## config.mk

```make
export PLATFORM = sky130hd
export DESIGN_NAME = pipelined_addsub
export DESIGN_NICKNAME = d
export VERILOG_FILES = /design/src/rtl/addsub_pkg.sv /design/src/rtl/addsub_chunk.sv /design/src/rtl/pipelined_addsub.sv
export SDC_FILE = /design/constraint.sdc
export NUM_CORES = 1
export LEC_CHECK = 0
export ABC_AREA = 1
export CORE_MARGIN = 10
export CORE_UTILIZATION = 61
export DETAILED_ROUTE_END_ITERATION = 16
export HOLD_SLACK_MARGIN = 0.03
export PLACE_DENSITY = 0.9
export SYNTH_ARGS = -nofsm -noshare
export SYNTH_HDL_FRONTEND = slang
export SYNTH_SLANG_ARGS = --single-unit
```

## constraint.sdc

```tcl
create_clock -name clk -period 6.8 [get_ports clk]
set_clock_uncertainty 0.05 [all_clocks]
set_input_delay 1.36 -clock clk [delete_from_list [all_inputs] [get_ports clk]]
set_output_delay 1.36 -clock clk [all_outputs]
set_load 0.02 [all_outputs]
```

## src/rtl/addsub_pkg.sv

```systemverilog
// Shared types for the pipelined add/subtract unit: op encoding and status flags.
package addsub_pkg;

    typedef enum logic [1:0] {
        OP_ADD = 2'b00,
        OP_SUB = 2'b01,
        OP_ADC = 2'b10,
        OP_SBC = 2'b11
    } addsub_op_t;

    typedef struct packed {
        logic c;
        logic v;
        logic z;
        logic n;
    } addsub_flags_t;

    function automatic logic op_inverts_b(addsub_op_t op);
        return (op == OP_SUB) || (op == OP_SBC);
    endfunction

endpackage

```

## src/rtl/addsub_chunk.sv

```systemverilog
// CW-bit ripple-carry slice; cmsb_in exposes the carry into the slice MSB for overflow.
module addsub_chunk #(
    parameter int unsigned CW = 8
) (
    input  logic [CW-1:0] a,
    input  logic [CW-1:0] b,
    input  logic          cin,
    output logic [CW-1:0] sum,
    output logic          cout,
    output logic          cmsb_in
);
    logic w_carry;

    always_comb begin
        sum     = '0;
        cmsb_in = 1'b0;
        w_carry = cin;
        for (int i = 0; i < CW; i++) begin
            if (i == CW - 1) cmsb_in = w_carry;
            sum[i]  = a[i] ^ b[i] ^ w_carry;
            w_carry = (a[i] & b[i]) | (w_carry & (a[i] ^ b[i]));
        end
        cout = w_carry;
    end

endmodule

```

## src/rtl/pipelined_addsub.sv

```systemverilog
// Pipelined add/subtract: one CW-bit chunk per stage, global stall on output backpressure.
// Define ADDSUB_SAT_EN to add the in_sat port and signed saturation in the last stage.
module pipelined_addsub
    import addsub_pkg::*;
#(
    parameter int unsigned WIDTH  = 32,
    parameter int unsigned STAGES = 4
) (
    input  logic             clk,
    input  logic             rst_n,
    input  logic             in_valid,
    output logic             in_ready,
    input  logic [WIDTH-1:0] in_a,
    input  logic [WIDTH-1:0] in_b,
    input  logic [1:0]       in_op,
    input  logic             in_cin,
`ifdef ADDSUB_SAT_EN
    input  logic             in_sat,
`endif
    output logic             out_valid,
    input  logic             out_ready,
    output logic [WIDTH-1:0] out_result,
    output logic             out_c,
    output logic             out_v,
    output logic             out_z,
    output logic             out_n
);
    localparam int unsigned CW  = WIDTH / STAGES;
    localparam int unsigned TOP = (STAGES - 1) * CW;

    // Bank k holds the beat about to have chunk k added: skew (a, b), deskew (sum).
    logic [STAGES-1:0] r_valid;
    logic [STAGES-1:0] r_c;
    logic [STAGES-1:0] r_z;
    logic [WIDTH-1:0]  r_a   [STAGES];
    logic [WIDTH-1:0]  r_b   [STAGES];
    logic [WIDTH-1:0]  r_sum [STAGES];
`ifdef ADDSUB_SAT_EN
    logic [STAGES-1:0] r_sat;
`endif

    logic              r_out_valid;
    logic [WIDTH-1:0]  r_out_result;
    addsub_flags_t     r_out_flags;

    logic [CW-1:0]     w_sum [STAGES];
    logic [STAGES-1:0] w_cout;
    logic              w_cmsb_top;
    addsub_op_t        w_op;
    logic              w_cin;
    logic [WIDTH-1:0]  w_b_eff;
    logic [WIDTH-1:0]  w_raw;
    logic [WIDTH-1:0]  w_res;
    logic              w_v;
    logic              w_clamp;
    addsub_flags_t     w_flags;

    assign in_ready = !r_out_valid || out_ready;

    always_comb begin
        w_op    = addsub_op_t'(in_op);
        w_b_eff = op_inverts_b(w_op) ? ~in_b : in_b;
        case (w_op)
            OP_ADD:  w_cin = 1'b0;
            OP_SUB:  w_cin = 1'b1;
            default: w_cin = in_cin;
        endcase
    end

    for (genvar k = 0; k < STAGES; k++) begin : g_stage
        if (k == STAGES - 1) begin : g_top
            addsub_chunk #(.CW(CW)) u_chunk (
                .a       (r_a[k][k*CW +: CW]),
                .b       (r_b[k][k*CW +: CW]),
                .cin     (r_c[k]),
                .sum     (w_sum[k]),
                .cout    (w_cout[k]),
                .cmsb_in (w_cmsb_top)
            );
        end else begin : g_low
            logic w_cmsb_unused;
            addsub_chunk #(.CW(CW)) u_chunk (
                .a       (r_a[k][k*CW +: CW]),
                .b       (r_b[k][k*CW +: CW]),
                .cin     (r_c[k]),
                .sum     (w_sum[k]),
                .cout    (w_cout[k]),
                .cmsb_in (w_cmsb_unused)
            );
        end
    end

    always_comb begin
        w_raw            = r_sum[STAGES-1];
        w_raw[TOP +: CW] = w_sum[STAGES-1];
        w_v              = w_cmsb_top ^ w_cout[STAGES-1];
        w_clamp          = 1'b0;
`ifdef ADDSUB_SAT_EN
        w_clamp          = r_sat[STAGES-1] & w_v;
`endif
        w_res = w_raw;
        // Raw MSB set on overflow means the true result was positive.
        if (w_clamp) w_res = {~w_raw[WIDTH-1], {(WIDTH-1){w_raw[WIDTH-1]}}};
        w_flags.c = w_cout[STAGES-1];
        w_flags.v = w_v;
        w_flags.n = w_res[WIDTH-1];
        w_flags.z = r_z[STAGES-1] & (w_sum[STAGES-1] == '0) & ~w_clamp;
    end

    always_ff @(posedge clk or negedge rst_n) begin
        if (!rst_n) begin
            r_valid <= '0;
            r_c     <= '0;
            r_z     <= '0;
`ifdef ADDSUB_SAT_EN
            r_sat   <= '0;
`endif
            for (int k = 0; k < STAGES; k++) begin
                r_a[k]   <= '0;
                r_b[k]   <= '0;
                r_sum[k] <= '0;
            end
            r_out_valid  <= 1'b0;
            r_out_result <= '0;
            r_out_flags  <= '0;
        end else if (in_ready) begin
            r_valid[0] <= in_valid;
            r_a[0]     <= in_a;
            r_b[0]     <= w_b_eff;
            r_c[0]     <= w_cin;
            r_z[0]     <= 1'b1;
            r_sum[0]   <= '0;
`ifdef ADDSUB_SAT_EN
            r_sat[0]   <= in_sat;
`endif
            for (int k = 0; k < STAGES - 1; k++) begin
                r_valid[k+1]             <= r_valid[k];
                r_a[k+1]                 <= r_a[k];
                r_b[k+1]                 <= r_b[k];
                r_sum[k+1]               <= r_sum[k];
                r_sum[k+1][k*CW +: CW]   <= w_sum[k];
                r_c[k+1]                 <= w_cout[k];
                r_z[k+1]                 <= r_z[k] & (w_sum[k] == '0);
`ifdef ADDSUB_SAT_EN
                r_sat[k+1]               <= r_sat[k];
`endif
            end
            r_out_valid  <= r_valid[STAGES-1];
            r_out_result <= w_res;
            r_out_flags  <= w_flags;
        end
    end

    assign out_valid  = r_out_valid;
    assign out_result = r_out_result;
    assign out_c      = r_out_flags.c;
    assign out_v      = r_out_flags.v;
    assign out_z      = r_out_flags.z;
    assign out_n      = r_out_flags.n;

endmodule

```

==> report_table.html <==
<table>
<tr><th>Metric</th><th>Value</th></tr>
<tr><th colspan="2">Power and ir drop</th></tr>
<tr><td>Sw power</td><td>2.21 mW</td></tr>
<tr><td>P_int</td><td>3.86 mW</td></tr>
<tr><td>Power Density</td><td>483 mW/mm2</td></tr>
<tr><td>Leakage component of the power</td><td>6.14 nW</td></tr>
<tr><td>Part of the power in registers</td><td>42.4%</td></tr>
<tr><td>Relative contribution of the clock network to total power</td><td>23.5%</td></tr>
<tr><td>Max VDD drop</td><td>0.000604 V</td></tr>
<tr><td>Switching share of total power</td><td>36.4%</td></tr>
<tr><td>Pwr Total</td><td>6.08 mW</td></tr>
<tr><td>Logic gate share of total power</td><td>34.1%</td></tr>
<tr><th colspan="2">Detailed routing</th></tr>
<tr><td>First-iteration detailed-routing DRC count</td><td>651</td></tr>
<tr><td>Detailed Routing Iterations Pass 1</td><td>6</td></tr>
<tr><td>Count of unresolved DRC violations after routing</td><td>0</td></tr>
<tr><td>Detailed-route wire length per cell</td><td>15.0 um</td></tr>
<tr><td>Ratio of routed vias to standard cells</td><td>5.11</td></tr>
<tr><td>Detailed Route WL</td><td>21600 um</td></tr>
<tr><td>Count of vias placed by the detailed router</td><td>7353</td></tr>
<tr><td>Post-detailed-route count of antenna-violating nets</td><td>0</td></tr>
<tr><th colspan="2">Worst setup path</th></tr>
<tr><td>Critical Setup Path Class</td><td>input port to output pin</td></tr>
<tr><td>R2r startpoint</td><td>r_c[3]$_DFFE_PN0P_</td></tr>
<tr><td>Worst-path fanout max</td><td>87</td></tr>
<tr><td>CP arrival</td><td>3110 ps</td></tr>
<tr><td>Nature of the critical path startpoint</td><td>input port</td></tr>
<tr><td>Reg2reg end</td><td>out_z$_DFFE_PN0P_</td></tr>
<tr><td>R2R setup slack</td><td>2380 ps</td></tr>
<tr><td>Worst r2r path cells</td><td>15</td></tr>
<tr><td>Critical path capture point type</td><td>output pin</td></tr>
<tr><td>Critical path data required time</td><td>5390 ps</td></tr>
<tr><th colspan="2">Timing</th></tr>
<tr><td>Post-route setup slack</td><td>2280 ps</td></tr>
<tr><td>Max-slew violation total from the final report</td><td>0</td></tr>
<tr><td>Final count of negative-setup-slack endpoints</td><td>0</td></tr>
<tr><td>Final critical-path share of the clock period</td><td>66.5%</td></tr>
<tr><td>Transition time at the pin with the least slew margin</td><td>1410 ps</td></tr>
<tr><td>Tmin final</td><td>4520 ps</td></tr>
<tr><td>Max_slew headroom</td><td>6.02%</td></tr>
<tr><td>Final-report hold violation count</td><td>0</td></tr>
<tr><td>Top achievable clock speed</td><td>0.221 GHz</td></tr>
<tr><td>RSZ-0062 raised after global routing</td><td>no</td></tr>
<tr><td>Total negative setup slack</td><td>0 ps</td></tr>
<tr><th colspan="2">GRT</th></tr>
<tr><td>Global-route wire length before repair</td><td>37100 um</td></tr>
<tr><td>GRT Residual Overflow</td><td>0</td></tr>
<tr><td>Via count of the first global-routing pass</td><td>7551</td></tr>
<tr><td>Number of antenna violations at the first check in global routing</td><td>0</td></tr>
<tr><td>Maximum number of pins on one net before global-route repair</td><td>304</td></tr>
<tr><td>All-layer global routing usage</td><td>18.6%</td></tr>
<tr><th colspan="2">Place</th></tr>
<tr><td>Placer Congestion</td><td>0.805</td></tr>
<tr><td>DP Wirelength</td><td>13500 um</td></tr>
<tr><td>IO Port Bufs</td><td>108</td></tr>
<tr><td>Worst setup slack before clock tree synthesis</td><td>2290 ps</td></tr>
<tr><td>Number of placed cells counting well taps</td><td>1394</td></tr>
<tr><th colspan="2">Clocking</th></tr>
<tr><td>Clock root buffer</td><td>clkbuf_16</td></tr>
<tr><td>Sink count of the clock tree</td><td>256</td></tr>
<tr><td>Cts bufs inserted</td><td>25</td></tr>
<tr><td>Clock tree from TritonCTS</td><td>done</td></tr>
<tr><td># hold bufs at CTS</td><td>0</td></tr>
<tr><td>Longest Clk Path Bufs</td><td>3</td></tr>
<tr><td>Number of buffers inserted by post-CTS setup repair</td><td>0</td></tr>
<tr><td>Post-CTS clock slew at the launch and capture registers of the worst setup and hold paths</td><td>60 ps</td></tr>
<tr><td>Level count of the clock H-tree</td><td>1</td></tr>
<tr><td>Number of gates resized after cts</td><td>0</td></tr>
<tr><td>Clock network latency to the later pin of the worst-skew pair</td><td>520 ps</td></tr>
<tr><th colspan="2">Synthesis</th></tr>
<tr><td>Adder-cell share of the synthesized area</td><td>5.99%</td></tr>
<tr><td>Synth Area in XOR/XNOR</td><td>2.70%</td></tr>
<tr><td>Post-synthesis mux area share</td><td>0%</td></tr>
<tr><td>Compound-cell area share of the yosys netlist</td><td>6.88%</td></tr>
<tr><td>Library cell occupying the most area in the post-synthesis netlist</td><td>dfrtp_1</td></tr>
<tr><td>Avg Inst Size Synth</td><td>9.57 um2</td></tr>
<tr><td>Area contributors post-synth</td><td>dfrtp_1, nand2_1, o21ai_0, fa_1, inv_1</td></tr>
<tr><td>Post-synth top area share</td><td>59.9%</td></tr>
<tr><td>Synth Warn #</td><td>0</td></tr>
<tr><td>Syn Nets</td><td>1220</td></tr>
<tr><td>Share of the yosys chip area belonging to registers</td><td>59.9%</td></tr>
<tr><td>Distinct cell type count after synthesis</td><td>18</td></tr>
<tr><td>Flip-flop and latch count after synthesis</td><td>256</td></tr>
<tr><td>Netlist area before placement</td><td>0.0107 mm2</td></tr>
<tr><td>Largest family of logic cells by synthesized area</td><td>simple AND/OR/NAND/NOR gates</td></tr>
<tr><td>Cell count after synthesis</td><td>1117</td></tr>
<tr><td>Area share of and/or/nand/nor cells after synthesis</td><td>17.8%</td></tr>
<tr><th colspan="2">Finish</th></tr>
<tr><td>Antenna fix cells</td><td>0</td></tr>
<tr><td>Area Growth Syn to Fin</td><td>17.8%</td></tr>
<tr><td>Final net count</td><td>1299</td></tr>
<tr><td>Proportion of layout cells with a drive suffix above 1</td><td>4.28%</td></tr>
<tr><td>Number of standard cells in the layout, taps in and fillers out</td><td>1439</td></tr>
<tr><td>Fillers</td><td>1133</td></tr>
<tr><th colspan="2">Outcome</th></tr>
<tr><td>Result of the run</td><td>completed</td></tr>
<tr><th colspan="2">Min path</th></tr>
<tr><td>Worst hold endpoint</td><td>out_valid$_DFFE_PN0P_</td></tr>
<tr><td>Instance count along the most critical hold path</td><td>2</td></tr>
<tr><td>Worst Hold Launch</td><td>r_valid[3]$_DFFE_PN0P_</td></tr>
<tr><td>Worst min-delay path class</td><td>flip-flop to flip-flop</td></tr>
<tr><th colspan="2">Floorplan</th></tr>
<tr><td>Row Count</td><td>48</td></tr>
<tr><td>Total core area</td><td>0.0172 mm2</td></tr>
<tr><td>Die area</td><td>0.0232 mm2</td></tr>
<tr><td>Chip height</td><td>152 um</td></tr>
<tr><td>Die Span X</td><td>152 um</td></tr>
<tr><td>Starting density of the core</td><td>62.0%</td></tr>
<tr><td>Ports placed on the boundary</td><td>109</td></tr>
<tr><th colspan="2">Job</th></tr>
<tr><td>Max-cap violations</td><td>0</td></tr>
</table>
-- final cells by class --
cell class | count | area, um2 | area share, %
Multi-Input combinational cell | 715 | 3580 | 28.5
Clock buffer | 37 | 771 | 6.12
Clock inverter | 8 | 101 | 0.805
Sequential cell | 256 | 6410 | 50.9
Timing Repair Buffer | 112 | 1120 | 8.92
Tap cell | 225 | 282 | 2.24
Inverter | 86 | 323 | 2.56
-- per-layer routing --
| layer | track usage (%) | wire length [um] |
|---|---|---|
| met1 | 24.9 | 9580 |
| met2 | 30.8 | 10500 |
| met3 | 2.96 | 1050 |
| met4 | 5.55 | 480 |
| met5 | 0 | 0 |
-- stage by stage --
stage          util [%]  area [um2]  hold slack [ps]
5_1_grt            73.0       12600              441
3_5_place_dp       68.0       11700              398
6_report           73.0       12600              415
2_1_floorplan         -       10700              370
4_1_cts            73.0       12600              423
3_3_place_gp       68.0       11700              383
-- power groups by stage --
stage	clock (mW)	sequential, mW	combinational [mW]
2_1_floorplan	0	2.60	1.33
3_3_place_gp	0	2.54	1.95
3_5_place_dp	0	2.58	2.04
4_1_cts	1.45	2.57	2.09
5_1_grt	1.51	2.65	2.38
6_report	1.43	2.57	2.07
-- synthesized netlist by cell type, drive strengths merged --
cell type,count
or2,1
dfrtp,256
xnor2,32
o21ai,146
nand2,484
fa,32
nor2,14
clkbuf,10
xor2,1
a21oi,1
nand3,4
inv,86
buf,50
-- state kept, by name, summed over array words and instances (netlist names) --
name and cells:
out_c 1, out_result 32, out_v 1, out_valid 1, out_z 1, r_a 80, r_b 80, r_c 4
r_sum 48, r_valid 4, r_z 4
-- cell families after synthesis --
| kind of cell | after synthesis |
|---|---|
| DFF | 256 |
| adders and majority gates | 32 |
| buffers and inverters | 146 |
| and+or+nand+nor | 503 |
| xor gates and xnor gates | 33 |
| AOI/OAI and AO/OA | 147 |
-- cell usage in the layout (no fill, tap or decap), types with 4 or more instances in the layout --
master and n:
nand2_1 483, clkbuf_16 25, inv_1 86, nor2_1 13, clkdlybuf4s50_1 106, o21ai_0 146
dfrtp_1 256, fa_1 32, nand3_1 4, xnor2_1 32, clkbuf_8 10
-- worst max-delay path, cell delays in order --
cell             delay, ps
clkdlybuf4s50_1        530
inv_1                  130
nand2_8                360
clkdlybuf4s50_1        700
-- how the worst max path moves through the flow --
| stage | startpoint | endpoint | slack (ps) | depth (start not counted) |
|---|---|---|---|---|
| after floorplan | r_c[3]$_DFFE_PN0P_ | out_z$_DFFE_PN0P_ | 2610 | 15 |
| after global placement | out_ready | in_ready | 2290 | 4 |
| after detailed placement | out_ready | in_ready | 2290 | 4 |
| after CTS | out_ready | in_ready | 2280 | 4 |
| after global routing | r_c[3]$_DFFE_PN0P_ | out_z$_DFFE_PN0P_ | 2160 | 15 |
| final | out_ready | in_ready | 2280 | 4 |
Note: power is estimated with default switching activity, not from simulation.
